===== src/rtl/pwm_pattern_generator.sv =====
// Periodic PWM pattern source: output high for act_level of every act_period ticks.
// New period/level settings are accepted only in IDLE or on a period wrap, so a
// running pattern never produces a shortened or glitched period.
//
// state | meaning
// ------+--------------------------------------------------------------
// IDLE  | output held low, counter parked at 0, config loads immediately
// RUN   | counter advances on ticks, config loads only on the wrap tick
module pwm_pattern_generator #(
    parameter int WIDTH = 16
) (
    input  logic             clk,
    input  logic             clk__enable,
    input  logic             reset_n,
    input  logic             enable,
    input  logic             clk_enable,
    input  logic             cfg_valid,
    input  logic [WIDTH-1:0] period,
    input  logic [WIDTH-1:0] level,
    output logic             cfg_ack,
    output logic             output_value,
    output logic             period_start
);

    typedef enum logic {
        IDLE = 1'b0,
        RUN  = 1'b1
    } state_t;

    localparam logic [WIDTH-1:0] ZERO = '0;
    localparam logic [WIDTH-1:0] ONE  = WIDTH'(1);

    state_t           state_q, state_d;
    logic [WIDTH-1:0] counter_q, counter_d;
    logic [WIDTH-1:0] act_period_q, act_period_d;
    logic [WIDTH-1:0] act_level_q, act_level_d;
    logic             output_value_q, output_value_d;
    logic             period_start_q, period_start_d;
    logic             wrap;
    logic             load;
    logic [WIDTH-1:0] eff_period;
    logic [WIDTH-1:0] level_next;

    // Register all state; everything freezes when the clock gate is low.
    always_ff @(posedge clk or negedge reset_n) begin
        if (!reset_n) begin
            state_q        <= IDLE;
            counter_q      <= ZERO;
            act_period_q   <= ONE;
            act_level_q    <= ZERO;
            output_value_q <= 1'b0;
            period_start_q <= 1'b0;
        end else begin
            state_q        <= state_d;
            counter_q      <= counter_d;
            act_period_q   <= act_period_d;
            act_level_q    <= act_level_d;
            output_value_q <= output_value_d;
            period_start_q <= period_start_d;
        end
    end

    // Next state: enable alone moves between IDLE and RUN.
    always_comb begin
        state_d = state_q;
        if (clk__enable) begin
            case (state_q)
                IDLE:    if (enable)  state_d = RUN;
                RUN:     if (!enable) state_d = IDLE;
                default: state_d = IDLE;
            endcase
        end
    end

    // Datapath and outputs: counter, config load, pattern compare, handshake.
    always_comb begin
        counter_d      = counter_q;
        act_period_d   = act_period_q;
        act_level_d    = act_level_q;
        output_value_d = output_value_q;
        period_start_d = period_start_q;
        load           = 1'b0;
        wrap           = (counter_q == (act_period_q - ONE));
        eff_period     = (period == ZERO) ? ONE : period;
        level_next     = act_level_q;

        if (clk__enable) begin
            case (state_q)
                IDLE: begin
                    load           = cfg_valid;
                    level_next     = load ? level : act_level_q;
                    counter_d      = ZERO;
                    period_start_d = enable;
                    output_value_d = enable && (ZERO < level_next);
                end
                RUN: begin
                    if (!enable) begin
                        counter_d      = ZERO;
                        output_value_d = 1'b0;
                        period_start_d = 1'b0;
                    end else if (clk_enable) begin
                        load           = wrap && cfg_valid;
                        level_next     = load ? level : act_level_q;
                        counter_d      = wrap ? ZERO : (counter_q + ONE);
                        period_start_d = wrap;
                        output_value_d = (counter_d < level_next);
                    end else begin
                        period_start_d = 1'b0;
                    end
                end
                default: begin
                    counter_d      = ZERO;
                    output_value_d = 1'b0;
                    period_start_d = 1'b0;
                end
            endcase
        end

        if (load) begin
            act_period_d = eff_period;
            act_level_d  = level;
        end
    end

    assign cfg_ack      = load;
    assign output_value = output_value_q;
    assign period_start = period_start_q;

endmodule


===== config.mk =====
export PLATFORM = sky130hd
export DESIGN_NAME = pwm_pattern_generator
export DESIGN_NICKNAME = d
export VERILOG_FILES = /design/src/rtl/pwm_pattern_generator.sv
export SDC_FILE = /design/constraint.sdc
export NUM_CORES = 1
export LEC_CHECK = 0
export BUFFER_PORTS_ARGS = -buffer_cell sky130_fd_sc_hd__buf_2
export CELL_PAD_IN_SITES_DETAIL_PLACEMENT = 1
export CELL_PAD_IN_SITES_GLOBAL_PLACEMENT = 1
export CORE_AREA = 3 3 92 94
export DETAILED_ROUTE_END_ITERATION = 8
export DIE_AREA = 0 0 95 97
export MAX_ROUTING_LAYER = met4
export PLACE_DENSITY_LB_ADDON = 0.05
export SLEW_MARGIN = 20
export SYNTH_ARGS = -nofsm -noshare
export SYNTH_HDL_FRONTEND = slang
export SYNTH_SLANG_ARGS = --single-unit
export TNS_END_PERCENT = 30

===== constraint.sdc =====
create_clock -name clk -period 4.66 [get_ports clk]
set_input_delay 0.932 -clock clk [delete_from_list [all_inputs] [get_ports clk]]
set_output_delay 0.932 -clock clk [all_outputs]
set_load 0.02 [all_outputs]

==> results of run 1 <==
## what timing repair did
item / CTS / global route
hold buffers: 0 / 0
endpoints found under the setup margin: 0 / 1
resized for setup: 0 / 3
## layout by cell type (no fill, tap or decap), types with 17 or more instances in the layout
cell | Yosys | final
sky130_fd_sc_hd__buf_2 | 8 | 40
sky130_fd_sc_hd__dfrtp_1 | 50 | 50
sky130_fd_sc_hd__ha_1 | 17 | 17
sky130_fd_sc_hd__mux2_1 | 31 | 31
sky130_fd_sc_hd__mux2i_1 | 17 | 17
sky130_fd_sc_hd__nand2_1 | 17 | 17
sky130_fd_sc_hd__nor2_1 | 22 | 22
sky130_fd_sc_hd__xnor2_1 | 17 | 17
## critical path: stages (launching register included)
cell,delay [ps]
sky130_fd_sc_hd__dfstp_2,590
sky130_fd_sc_hd__inv_1,70
sky130_fd_sc_hd__ha_1,250
sky130_fd_sc_hd__nor4b_4,170
sky130_fd_sc_hd__a221o_1,350
sky130_fd_sc_hd__and4_1,180
sky130_fd_sc_hd__o21bai_1,140
sky130_fd_sc_hd__or4_1,530
sky130_fd_sc_hd__a31oi_1,170
sky130_fd_sc_hd__buf_4,270
sky130_fd_sc_hd__nor2_1,100
sky130_fd_sc_hd__ha_1,320
sky130_fd_sc_hd__a21o_1,190
sky130_fd_sc_hd__a2111oi_0,410
sky130_fd_sc_hd__o221ai_1,190
sky130_fd_sc_hd__a32oi_1,170
## how the worst min path moves through the flow
| stage | from | to | slack [ps] | depth (start not counted) |
|---|---|---|---|---|
| floorplan | act_period_q[15]$_DFFE_PN0P_ | act_period_q[15]$_DFFE_PN0P_ | 490 | 1 |
| global placement | act_period_q[15]$_DFFE_PN0P_ | act_period_q[15]$_DFFE_PN0P_ | 500 | 1 |
| detailed placement | act_level_q[14]$_DFFE_PN0P_ | act_level_q[14]$_DFFE_PN0P_ | 510 | 1 |
| CTS | act_level_q[14]$_DFFE_PN0P_ | act_level_q[14]$_DFFE_PN0P_ | 540 | 1 |
| global route | act_level_q[11]$_DFFE_PN0P_ | act_level_q[11]$_DFFE_PN0P_ | 560 | 1 |
| finish | act_level_q[14]$_DFFE_PN0P_ | act_level_q[14]$_DFFE_PN0P_ | 530 | 1 |
## registers in the layout, summed over array words and instances, names as in the netlist
| name | flops |
|---|---|
| act_level_q | 16 |
| act_period_q | 16 |
| counter_q | 16 |
| output_value | 1 |
| period_start | 1 |
| state_q | 1 |
## per-stage QoR
stage	cell area (um2)	instances
after detailed placement	3800	480
after CTS	3900	488
after global placement	3800	480
after global routing	3920	488
final	3920	488
after floorplan	3480	346
## synthesized netlist by cell type, types with 2 or more instances
master	number
sky130_fd_sc_hd__a211o_1	2
sky130_fd_sc_hd__a211oi_1	3
sky130_fd_sc_hd__a21o_1	4
sky130_fd_sc_hd__a21oi_1	9
sky130_fd_sc_hd__a221o_1	2
sky130_fd_sc_hd__a22o_1	13
sky130_fd_sc_hd__and2_1	3
sky130_fd_sc_hd__and3_1	4
sky130_fd_sc_hd__and3b_1	2
sky130_fd_sc_hd__and4_1	3
sky130_fd_sc_hd__buf_2	8
sky130_fd_sc_hd__clkbuf_1	7
sky130_fd_sc_hd__dfrtp_1	50
sky130_fd_sc_hd__ha_1	17
sky130_fd_sc_hd__inv_1	7
sky130_fd_sc_hd__mux2_1	31
sky130_fd_sc_hd__mux2i_1	17
sky130_fd_sc_hd__nand2_1	17
sky130_fd_sc_hd__nand2b_1	2
sky130_fd_sc_hd__nand3_1	11
sky130_fd_sc_hd__nand4_1	13
sky130_fd_sc_hd__nor2_1	22
sky130_fd_sc_hd__nor2b_1	6
sky130_fd_sc_hd__nor3_1	6
sky130_fd_sc_hd__nor3_4	2
sky130_fd_sc_hd__nor3b_1	2
sky130_fd_sc_hd__nor4_1	13
sky130_fd_sc_hd__o21ai_0	7
sky130_fd_sc_hd__or2_2	4
sky130_fd_sc_hd__or3_1	4
sky130_fd_sc_hd__xnor2_1	17
sky130_fd_sc_hd__xor2_1	13
## power by group through the flow
stage / combinational, mW / sequential (mW) / clock, mW
global placement: 0.300 / 0.608 / 0
finish: 0.315 / 0.607 / 0.286
floorplan: 0.228 / 0.581 / 0
CTS: 0.313 / 0.605 / 0.302
global route: 0.357 / 0.623 / 0.322
detailed placement: 0.312 / 0.614 / 0
## routing by layer
layer	wire length, um	vias up	track usage
met5	0	-	-
met4	214	0	0.0699
met3	293	18	0.0295
met2	4310	51	0.332
met1	4150	1391	0.283
li1	-	1369	-
## logic make-up (layout without fill, tap and decap cells)
logic type / Yosys count / count (layout) / synth area share
simple gates: 123 / 123 / 0.205
compound gates: 54 / 54 / 0.115
flops: 51 / 51 / 0.367
mux: 48 / 48 / 0.149
xor+xnor: 30 / 30 / 0.0755
buf+inv: 23 / 63 / 0.0277
fa+ha+maj: 17 / 17 / 0.0611
## layout make-up
| cell class | count | area (um2) | area share |
|---|---|---|---|
| clock buffers | 8 | 100 | 0.0255 |
| flip-flops and latches | 51 | 1280 | 0.326 |
| well taps | 102 | 128 | 0.0325 |
| multi-input cells | 272 | 2130 | 0.544 |
| inverters | 8 | 30.0 | 0.00766 |
| repair buffers | 47 | 253 | 0.0644 |
==> flow_metrics.env, run 1 <==
export IMPL_cts_inserted_buffers=5
export IMPL_die_height_um=97
export IMPL_drt_drc_violations_left=0
export IMPL_wire_length_per_cell_after_detailed_routing_um=18.4
export IMPL_vias_per_cell=5.80
export IMPL_route_antenna_remaining_nets=0
export IMPL_timing_critical_path_required_ps=4890
export IMPL_run_status="completed"
export IMPL_clkSinkCount=51
export IMPL_wirelength_mm=8.96
export IMPL_clockRootBuffer="sky130_fd_sc_hd__clkbuf_8"
export IMPL_synth_largest_area_cell="sky130_fd_sc_hd__dfrtp_1"
export IMPL_initial_core_util=0.450
export IMPL_yosysWarnings=0
export IMPL_synth_area_per_cell_um2=10.1
export IMPL_asyncSetResetFlopFracSynth=1.00
export IMPL_pwr_share_comb=0.261
export IMPL_hold_worst_slack_ps=531
export IMPL_total_vias_in_the_final_route=2829
export IMPL_worstReg2RegEnd="output_value$_DFFE_PN0P_"
export IMPL_cap_viol_max_count=0
export IMPL_io_buffers=40
export IMPL_final_hold_violation_count=0
export IMPL_dp_hpwl_mm=6.95
export IMPL_cts_tree="yes"
export IMPL_post_synth_num_cell_types=57
export IMPL_netlist_instances=346
export IMPL_criticalPathCategory="flip-flop to flip-flop"
export IMPL_first_pass_iters=4
export IMPL_ir_drop_mv=0.136
export IMPL_final_max_slew_viol_count=0
export IMPL_finalNetCount=440
export IMPL_reg2reg_from="act_period_q[0]$_DFFE_PN1P_"
export IMPL_number_of_design_rule_violations_left_by_the_first_detailed_router_iteration=208
export IMPL_setup_worst_path_start="act_period_q[0]$_DFFE_PN1P_"
export IMPL_worst_endpoint_arrival_ps=4420
export IMPL_crit_end_element="flip-flop"
export IMPL_power_switching_mw=0.408
export IMPL_critical_path_max_fanout=20
export IMPL_cts_setup_buffers=0
export IMPL_antenna_found_initial=0
export IMPL_max_slew_worst_pin_slew_ps=954
export IMPL_grt_total_usage=0.213
export IMPL_maxSlewHeadroom=0.360
export IMPL_synth_top_cells_by_area="sky130_fd_sc_hd__dfrtp_1 (36%), sky130_fd_sc_hd__mux2_1 (10%), sky130_fd_sc_hd__ha_1 (6.1%), sky130_fd_sc_hd__mux2i_1 (4.9%), sky130_fd_sc_hd__xnor2_1 (4.3%)"
export IMPL_placeableCoreArea_um2=7730
export IMPL_grt_ovfl_total=0
export IMPL_routabilityCongestion=0.806
export IMPL_power_per_cell_area_nw_per_um2=308
export IMPL_fin_total_pwr_mw=1.21
export IMPL_grt_start_max_net_pins=52
export IMPL_synth_enable_flop_cells=0
export IMPL_fin_crit_ps=4190
export IMPL_first_global_vias=3003
export IMPL_pre_cts_slack_ps=397
export IMPL_setup_slack_ps=471
export IMPL_post_route_clock_period_utilization=0.899
export IMPL_fillCellCount=901
export IMPL_setup_reg_to_reg_worst_slack_ps=470
export IMPL_final_core_utilization=0.508
export IMPL_timing_critical_path_to="output_value$_DFFE_PN0P_"
export IMPL_flow_area_growth_from_synthesis_pct=12.7
export IMPL_worst_setup_hold_path_clk_slew_ps=100
export IMPL_power_switching_share=0.338
export IMPL_seq_power_share=0.503
export IMPL_setup_violations_final=0
export IMPL_rsz0062_at_grt="false"
export IMPL_ys_dominant_reg_cell="sky130_fd_sc_hd__dfrtp_1"
export IMPL_yosysTopAreaCellShare=0.360
export IMPL_fraction_of_layout_instances_using_a_drive_strength_above_1=0.174
export IMPL_leakage_nw=1.80
export IMPL_worst_reg_to_reg_cells=15
export IMPL_worst_setup_path_start_kind="flip-flop"
export IMPL_postSynthRegisterBits=51
export IMPL_synthesis_area_um2=3480
export IMPL_hold_class="flip-flop to flip-flop"
export IMPL_floorplan_die_area_um2=9220
export IMPL_ctsHtreeMaxLevel=2
export IMPL_placement_rows=32
export IMPL_worst_skew_pair_late_latency_ps=310
export IMPL_synthesis_nets=401
export IMPL_internal_power_mw=0.800
export IMPL_finClkSkew_ps=6.48
export IMPL_antenna_cells_inserted=0
export IMPL_largest_buffer_count_on_any_clock_path=2
export IMPL_die_w_um=95
export IMPL_io_pins=41
export IMPL_global_route_wire_length_before_repair_mm=15.1
export IMPL_power_share_clock=0.237
export IMPL_synth_seq_area_share=0.367
export IMPL_fmax_ghz=0.239
export IMPL_fin_setup_tns_ps=0
Power figures use the tool's default switching activity.
==> run 2, diff against run 1 <==
--- a/config.mk
+++ b/config.mk
@@ -9,6 +9,7 @@
 export CELL_PAD_IN_SITES_DETAIL_PLACEMENT = 1
 export CELL_PAD_IN_SITES_GLOBAL_PLACEMENT = 1
 export CORE_AREA = 3 3 92 94
+export CTS_BUF_LIST = sky130_fd_sc_hd__clkbuf_4
 export DETAILED_ROUTE_END_ITERATION = 8
 export DIE_AREA = 0 0 95 97
 export MAX_ROUTING_LAYER = met4
==> flow_metrics.env, run 2 (synthesized netlist as in run 1, its figures left out) <==
export IMPL_power_switching_mw=0.404
export IMPL_crit_end_element="flip-flop"
export IMPL_wirelength_mm=8.93
export IMPL_floorplan_die_area_um2=9220
export IMPL_antenna_found_initial=0
export IMPL_dp_hpwl_mm=6.95
export IMPL_final_cell_area_um2=3870
export IMPL_final_core_utilization=0.501
export IMPL_cp_depth=15
export IMPL_cap_viol_max_count=0
export IMPL_timing_critical_path_required_ps=4960
export IMPL_power_per_cell_area_nw_per_um2=292
export IMPL_criticalPathCategory="flip-flop to flip-flop"
export IMPL_global_route_wire_length_before_repair_mm=15.1
export IMPL_grt_ovfl_total=0
export IMPL_io_buffers=40
export IMPL_antenna_cells_inserted=0
export IMPL_pwr_share_comb=0.278
export IMPL_power_switching_share=0.357
export IMPL_max_slew_worst_pin_slew_ps=933
export IMPL_finalNetCount=440
export IMPL_setup_violations_final=0
export IMPL_cp_common_cell="sky130_fd_sc_hd__ha_1"
export IMPL_worst_skew_pair_late_latency_ps=370
export IMPL_placedInstanceArea_um2=3800
export IMPL_rsz0062_at_grt="false"
export IMPL_mostFrequentLayoutCell="sky130_fd_sc_hd__dfrtp_1"
export IMPL_first_global_vias=3015
export IMPL_final_hold_violation_count=0
export IMPL_hold_path_depth=1
export IMPL_largest_buffer_count_on_any_clock_path=2
export IMPL_cts_setup_buffers=0
export IMPL_hold_class="flip-flop to flip-flop"
export IMPL_fmax_ghz=0.238
export IMPL_drt_drc_violations_left=0
export IMPL_clkSinkCount=51
export IMPL_fraction_of_layout_instances_using_a_drive_strength_above_1=0.171
export IMPL_fillCellCount=898
export IMPL_total_vias_in_the_final_route=2848
export IMPL_gr_usage_met3=0.0319
export IMPL_postCtsHoldBufs=0
export IMPL_worst_setup_path_start_kind="flip-flop"
export IMPL_cts_tree="yes"
export IMPL_fin_crit_ps=4200
export IMPL_fin_setup_tns_ps=0
export IMPL_grt_start_max_net_pins=52
export IMPL_worst_reg_to_reg_cells=15
export IMPL_maxSlewHeadroom=0.374
export IMPL_post_route_clock_period_utilization=0.902
export IMPL_power_share_clock=0.184
export IMPL_seq_power_share=0.537
export IMPL_cpPeakStageDelay_ps=610
export IMPL_final_max_slew_viol_count=0
export IMPL_leakage_nw=1.78
export IMPL_internal_power_mw=0.726
export IMPL_io_pins=41
export IMPL_cp_top_family="compound AO/OA/AOI/OAI gates"
export IMPL_cell_chain_critical_path="inv_1, ha_1, nor4b_4, a221o_1, and4_1, o21bai_1, or4_1, a31oi_1, buf_4, nor2_1, ha_1, a21o_1, a2111oi_0, o221ai_1, a32oi_1"
export IMPL_run_status="completed"
export IMPL_worst_endpoint_arrival_ps=4500
export IMPL_globalRoute_busiestLayer="met2"
export IMPL_wire_length_per_cell_after_detailed_routing_um=18.3
export IMPL_die_height_um=97
export IMPL_placement_rows=32
export IMPL_flow_area_growth_from_synthesis_pct=11.4
export IMPL_clockRootBuffer="sky130_fd_sc_hd__clkbuf_4"
export IMPL_critical_path_max_fanout=20
export IMPL_placeableCoreArea_um2=7730
export IMPL_cts_inserted_buffers=5
export IMPL_vias_per_cell=5.84
export IMPL_grt_total_usage=0.213
export IMPL_cts_resized=0
export IMPL_initial_core_util=0.450
export IMPL_grtUsageMet1=0.277
export IMPL_worst_path_buf_inv=2
export IMPL_critical_path_slowest_cell="sky130_fd_sc_hd__dfstp_2"
export IMPL_finClkSkew_ps=7.07
export IMPL_registers_with_the_most_flip_flops="act_level_q: 16 flops, act_period_q: 16 flops, counter_q: 16 flops"
export IMPL_ir_drop_mv=0.131
export IMPL_use_met2=0.338
export IMPL_die_w_um=95
export IMPL_number_of_design_rule_violations_left_by_the_first_detailed_router_iteration=181
export IMPL_ctsHtreeMaxLevel=2
export IMPL_worst_setup_hold_path_clk_slew_ps=150
export IMPL_final_cell_mix="sky130_fd_sc_hd__dfrtp_1 (50), sky130_fd_sc_hd__buf_2 (40), sky130_fd_sc_hd__mux2_1 (31)"
export IMPL_routabilityCongestion=0.806
export IMPL_first_pass_iters=4
export IMPL_route_antenna_remaining_nets=0
run 2: cell types whose count changed in the layout (fill, tap and decap cells not counted), sizes merged:
cell    delta
clkbuf     -2
clkinv     +2
run 2: power groups by stage:
stage	Sequential, mW	Clock [mW]	Combinational [mW]
floorplan	0.581	0	0.228
global placement	0.608	0	0.300
detailed placement	0.614	0	0.312
CTS	0.605	0.223	0.314
global route	0.622	0.237	0.358
finish	0.607	0.208	0.315
run 2: routing by layer:
| metal | routed length, um | share of wire |
|---|---|---|
| met5 | 0 | 0 |
| met4 | 237 | 0.027 |
| met3 | 274 | 0.031 |
| met2 | 4330 | 0.49 |
| met1 | 4090 | 0.46 |
run 2: worst paths after layout:
path / start / to / slack, ps
worst max register to register: act_period_q[0]$_DFFE_PN1P_ / output_value$_DFFE_PN0P_ / 460
worst max-delay path: act_period_q[0]$_DFFE_PN1P_ / output_value$_DFFE_PN0P_ / 460
min in group asynchronous: reset_n / act_period_q[10]$_DFFE_PN0P_ / 660
max in group asynchronous: reset_n / output_value$_DFFE_PN0P_ / 3550
worst min-delay path: act_level_q[14]$_DFFE_PN0P_ / act_level_q[14]$_DFFE_PN0P_ / 540
worst min register to register: act_level_q[14]$_DFFE_PN0P_ / act_level_q[14]$_DFFE_PN0P_ / 540
run 2: final cells by class:
| cell class | instances | area [um2] | area share |
|---|---|---|---|
| clock buffers | 6 | 45.0 | 0.0116 |
| repair buffers | 47 | 253 | 0.0652 |
| flip-flops and latches | 51 | 1280 | 0.330 |
| well taps | 102 | 128 | 0.0329 |
| multi-input cells | 272 | 2130 | 0.551 |
| clock inverters | 2 | 7.51 | 0.00194 |
| inverters | 8 | 30.0 | 0.00775 |
run 2: stage by stage:
step | cells | setup slack, ps | power [mW] | hold WS (ps)
after floorplan | 346 | 790 | 0.809 | 486
after global placement | 480 | 522 | 0.908 | 499
after detailed placement | 480 | 397 | 0.926 | 513
after CTS | 488 | 352 | 1.14 | 548
after global routing | 488 | 69.8 | 1.22 | 574
final | 488 | 459 | 1.13 | 542
run 2: worst reg2reg max path, cell delays in order, from the launching register on:
cell                        delay, ps
sky130_fd_sc_hd__dfstp_2          610
sky130_fd_sc_hd__inv_1             70
sky130_fd_sc_hd__ha_1             250
sky130_fd_sc_hd__nor4b_4          170
sky130_fd_sc_hd__a221o_1          350
sky130_fd_sc_hd__and4_1           180
sky130_fd_sc_hd__o21bai_1         140
sky130_fd_sc_hd__or4_1            530
sky130_fd_sc_hd__a31oi_1          170
sky130_fd_sc_hd__buf_4            270
sky130_fd_sc_hd__nor2_1           100
sky130_fd_sc_hd__ha_1             320
sky130_fd_sc_hd__a21o_1           180
sky130_fd_sc_hd__a2111oi_0        410
sky130_fd_sc_hd__o221ai_1         190
sky130_fd_sc_hd__a32oi_1          170
==> run 3, diff against run 2 <==
--- a/config.mk
+++ b/config.mk
@@ -5,13 +5,14 @@
 export SDC_FILE = /design/constraint.sdc
 export NUM_CORES = 1
 export LEC_CHECK = 0
+export ABC_AREA = 1
 export BUFFER_PORTS_ARGS = -buffer_cell sky130_fd_sc_hd__buf_2
 export CELL_PAD_IN_SITES_DETAIL_PLACEMENT = 1
 export CELL_PAD_IN_SITES_GLOBAL_PLACEMENT = 1
-export CORE_AREA = 3 3 92 94
+export CORE_AREA = 3 3 97 99
 export CTS_BUF_LIST = sky130_fd_sc_hd__clkbuf_4
 export DETAILED_ROUTE_END_ITERATION = 8
-export DIE_AREA = 0 0 95 97
+export DIE_AREA = 0 0 100 102
 export MAX_ROUTING_LAYER = met4
 export PLACE_DENSITY_LB_ADDON = 0.05
 export SLEW_MARGIN = 20
==> flow_metrics.env, run 3 <==
export IMPL_run_status="completed"
export IMPL_pwr_share_comb=0.313
export IMPL_crit_end_element="output port"
export IMPL_number_of_design_rule_violations_left_by_the_first_detailed_router_iteration=112
export IMPL_largest_buffer_count_on_any_clock_path=2
export IMPL_registers_with_the_most_flip_flops="act_level_q: 16 flops, act_period_q: 16 flops, counter_q: 16 flops"
export IMPL_postSynthRegisterBits=51
export IMPL_critical_path_max_fanout=27
export IMPL_cap_viol_max_count=0
export IMPL_cts_resized=0
export IMPL_initial_core_util=0.439
export IMPL_grt_total_usage=0.221
export IMPL_power_per_cell_area_nw_per_um2=288
export IMPL_fin_setup_tns_ps=0
export IMPL_wire_length_per_cell_after_detailed_routing_um=15.4
export IMPL_cell_chain_critical_path="inv_2, ha_1, inv_1, nand2_1, nand3_1, inv_1, nor2_1, nand3_1, nor2_1, nand3_2, nor2_4, nand3_2, nand2_1, nand3_2, clkinv_2, buf_2"
export IMPL_antenna_found_initial=0
export IMPL_cpPeakStageDelay_ps=610
export IMPL_placement_rows=34
export IMPL_ctsHtreeMaxLevel=2
export IMPL_flow_area_growth_from_synthesis_pct=9.74
export IMPL_postCtsHoldBufs=0
export IMPL_worst_setup_path_start_kind="flip-flop"
export IMPL_total_vias_in_the_final_route=3483
export IMPL_synthMostInstantiatedCell="sky130_fd_sc_hd__nand2_1"
export IMPL_fillCellCount=1164
export IMPL_cts_tree="yes"
export IMPL_post_synth_num_cell_types=39
export IMPL_placeableCoreArea_um2=8640
export IMPL_power_share_clock=0.222
export IMPL_mostFrequentLayoutCell="sky130_fd_sc_hd__nand2_1"
export IMPL_power_switching_share=0.376
export IMPL_synth_largest_area_cell="sky130_fd_sc_hd__dfrtp_1"
export IMPL_max_slew_worst_pin_slew_ps=718
export IMPL_fmax_ghz=0.253
export IMPL_cts_setup_buffers=0
export IMPL_synth_area_per_cell_um2=7.17
export IMPL_cp_common_cell="sky130_fd_sc_hd__nand3_2"
export IMPL_synth_seq_area_share=0.337
export IMPL_leakage_nw=2.28
export IMPL_worst_endpoint_arrival_ps=3010
export IMPL_critical_path_slowest_cell="sky130_fd_sc_hd__dfstp_2"
export IMPL_ys_dominant_reg_cell="sky130_fd_sc_hd__dfrtp_1"
export IMPL_worst_setup_hold_path_clk_slew_ps=150
export IMPL_wirelength_mm=10.5
export IMPL_fin_crit_ps=3950
export IMPL_first_pass_iters=4
export IMPL_netlist_instances=529
export IMPL_yosysWarnings=0
export IMPL_final_cell_mix="sky130_fd_sc_hd__nand2_1 (142), sky130_fd_sc_hd__inv_1 (79), sky130_fd_sc_hd__dfrtp_1 (50)"
export IMPL_setup_violations_final=0
export IMPL_yosysTopAreaCellShare=0.330
export IMPL_floorplan_die_area_um2=10200
export IMPL_synthesis_area_um2=3790
export IMPL_route_antenna_remaining_nets=0
export IMPL_synth_top_cells_by_count="sky130_fd_sc_hd__nand2_1 (142), sky130_fd_sc_hd__inv_1 (79), sky130_fd_sc_hd__dfrtp_1 (50)"
export IMPL_power_switching_mw=0.450
export IMPL_io_pins=41
export IMPL_hold_class="input pin to asynchronous set/reset pin"
export IMPL_routabilityCongestion=0.854
export IMPL_criticalPathCategory="flip-flop to output port"
export IMPL_finClkSkew_ps=23.0
export IMPL_worst_skew_pair_late_latency_ps=390
export IMPL_die_w_um=100
export IMPL_final_max_slew_viol_count=0
export IMPL_cts_inserted_buffers=5
export IMPL_clkSinkCount=51
export IMPL_io_buffers=40
export IMPL_hold_worst_slack_ps=482
export IMPL_internal_power_mw=0.748
export IMPL_dp_hpwl_mm=8.54
export IMPL_vias_per_cell=5.14
export IMPL_timing_critical_path_required_ps=3730
export IMPL_fraction_of_layout_instances_using_a_drive_strength_above_1=0.153
export IMPL_synth_top_cells_by_area="sky130_fd_sc_hd__dfrtp_1 (33%), sky130_fd_sc_hd__nand2_1 (14%), sky130_fd_sc_hd__inv_1 (7.8%), sky130_fd_sc_hd__ha_1 (5.6%), sky130_fd_sc_hd__nor2_1 (4.7%)"
export IMPL_antenna_cells_inserted=0
export IMPL_grt_start_max_net_pins=39
export IMPL_synthesis_nets=584
export IMPL_ir_drop_mv=0.135
export IMPL_maxSlewHeadroom=0.517
export IMPL_clockRootBuffer="sky130_fd_sc_hd__clkbuf_4"
export IMPL_grt_ovfl_total=0
export IMPL_final_core_utilization=0.482
export IMPL_final_hold_violation_count=0
export IMPL_seq_power_share=0.465
export IMPL_finalNetCount=624
export IMPL_asyncSetResetFlopFracSynth=1.00
export IMPL_first_global_vias=3654
export IMPL_die_height_um=102
export IMPL_global_route_wire_length_before_repair_mm=17.5
export IMPL_synth_enable_flop_cells=0
export IMPL_drt_drc_violations_left=0
export IMPL_rsz0062_at_grt="false"
export IMPL_post_route_clock_period_utilization=0.847
==> run 3: changes by cell type in the layout (fill, tap and decap cells not counted), moves of 13 or more <==
cell / before / now
sky130_fd_sc_hd__mux2_1: 31 / 0
sky130_fd_sc_hd__nand2_1: 17 / 142
sky130_fd_sc_hd__o21ai_0: 6 / 20
sky130_fd_sc_hd__inv_1: 7 / 79
sky130_fd_sc_hd__nand3_1: 11 / 31
sky130_fd_sc_hd__nor2_1: 22 / 47
sky130_fd_sc_hd__a22o_1: 13 / 0
sky130_fd_sc_hd__xnor2_1: 17 / 2
==> run 3: per-stage QoR <==
| stage | area (um2) | total power, mW | cells | setup WS (ps) |
|---|---|---|---|---|
| finish | 4160 | 1.20 | 678 | 715 |
| detailed placement | 4080 | 0.946 | 670 | 871 |
| global placement | 4080 | 0.931 | 670 | 1090 |
| floorplan | 3790 | 0.824 | 529 | 1260 |
| global route | 4160 | 1.29 | 678 | 405 |
| CTS | 4160 | 1.21 | 678 | 673 |
==> run 3: area by class of cell <==
| type | instances | area, um2 | area share |
|---|---|---|---|
| clock buffers | 5 | 37.5 | 0.00902 |
| inverters | 82 | 309 | 0.0743 |
| multi-input cells | 386 | 2130 | 0.513 |
| well taps | 108 | 135 | 0.0325 |
| clock inverters | 3 | 43.8 | 0.0105 |
| flip-flops and latches | 51 | 1280 | 0.307 |
| repair buffers | 43 | 223 | 0.0535 |
==> run 3: critical path: cells and delay by family, from the launching register on <==
family | cells | cell delay [ps]
simple gates | 10 | 1070
buf+inv | 5 | 730
flops | 1 | 610
fa+ha+maj | 1 | 230
==> run 3: metal layers <==
layer,global-route usage,routed length (um),vias up
met5,-,0,-
met4,0.0497,144,0
met3,0.0205,249,8
met2,0.382,5210,38
met1,0.283,4860,1657
li1,-,-,1780
==> run 3: cells by family after synthesis <==
family | share of synthesized area
buf+inv | 0.100
compound gates | 0.100
xor+xnor | 0.0416
fa+ha+maj | 0.0561
flops | 0.337
mux | 0.0370
simple gates | 0.328
==> run 3: final timing paths <==
kind	start	endpoint	slack [ps]	cells past startpoint
worst max-delay path	act_period_q[0]$_DFFE_PN1P_	cfg_ack	710	16
worst min-delay path	reset_n	act_period_q[3]$_DFFE_PN0P_	480	1
worst max register to register	act_period_q[0]$_DFFE_PN1P_	output_value$_DFFE_PN0P_	930	21
worst min register to register	act_period_q[15]$_DFFE_PN0P_	act_period_q[15]$_DFFE_PN0P_	520	2
max in group asynchronous	reset_n	act_period_q[13]$_DFFE_PN0P_	3380	2
min in group clk	act_period_q[15]$_DFFE_PN0P_	act_period_q[15]$_DFFE_PN0P_	520	2
==> run 3: power groups by stage <==
stage	Combinational [mW]	Sequential (mW)	Clock, mW
final	0.375	0.557	0.265
after global routing	0.435	0.567	0.293
after CTS	0.382	0.558	0.274
after detailed placement	0.380	0.566	0
after global placement	0.366	0.565	0
after floorplan	0.272	0.552	0
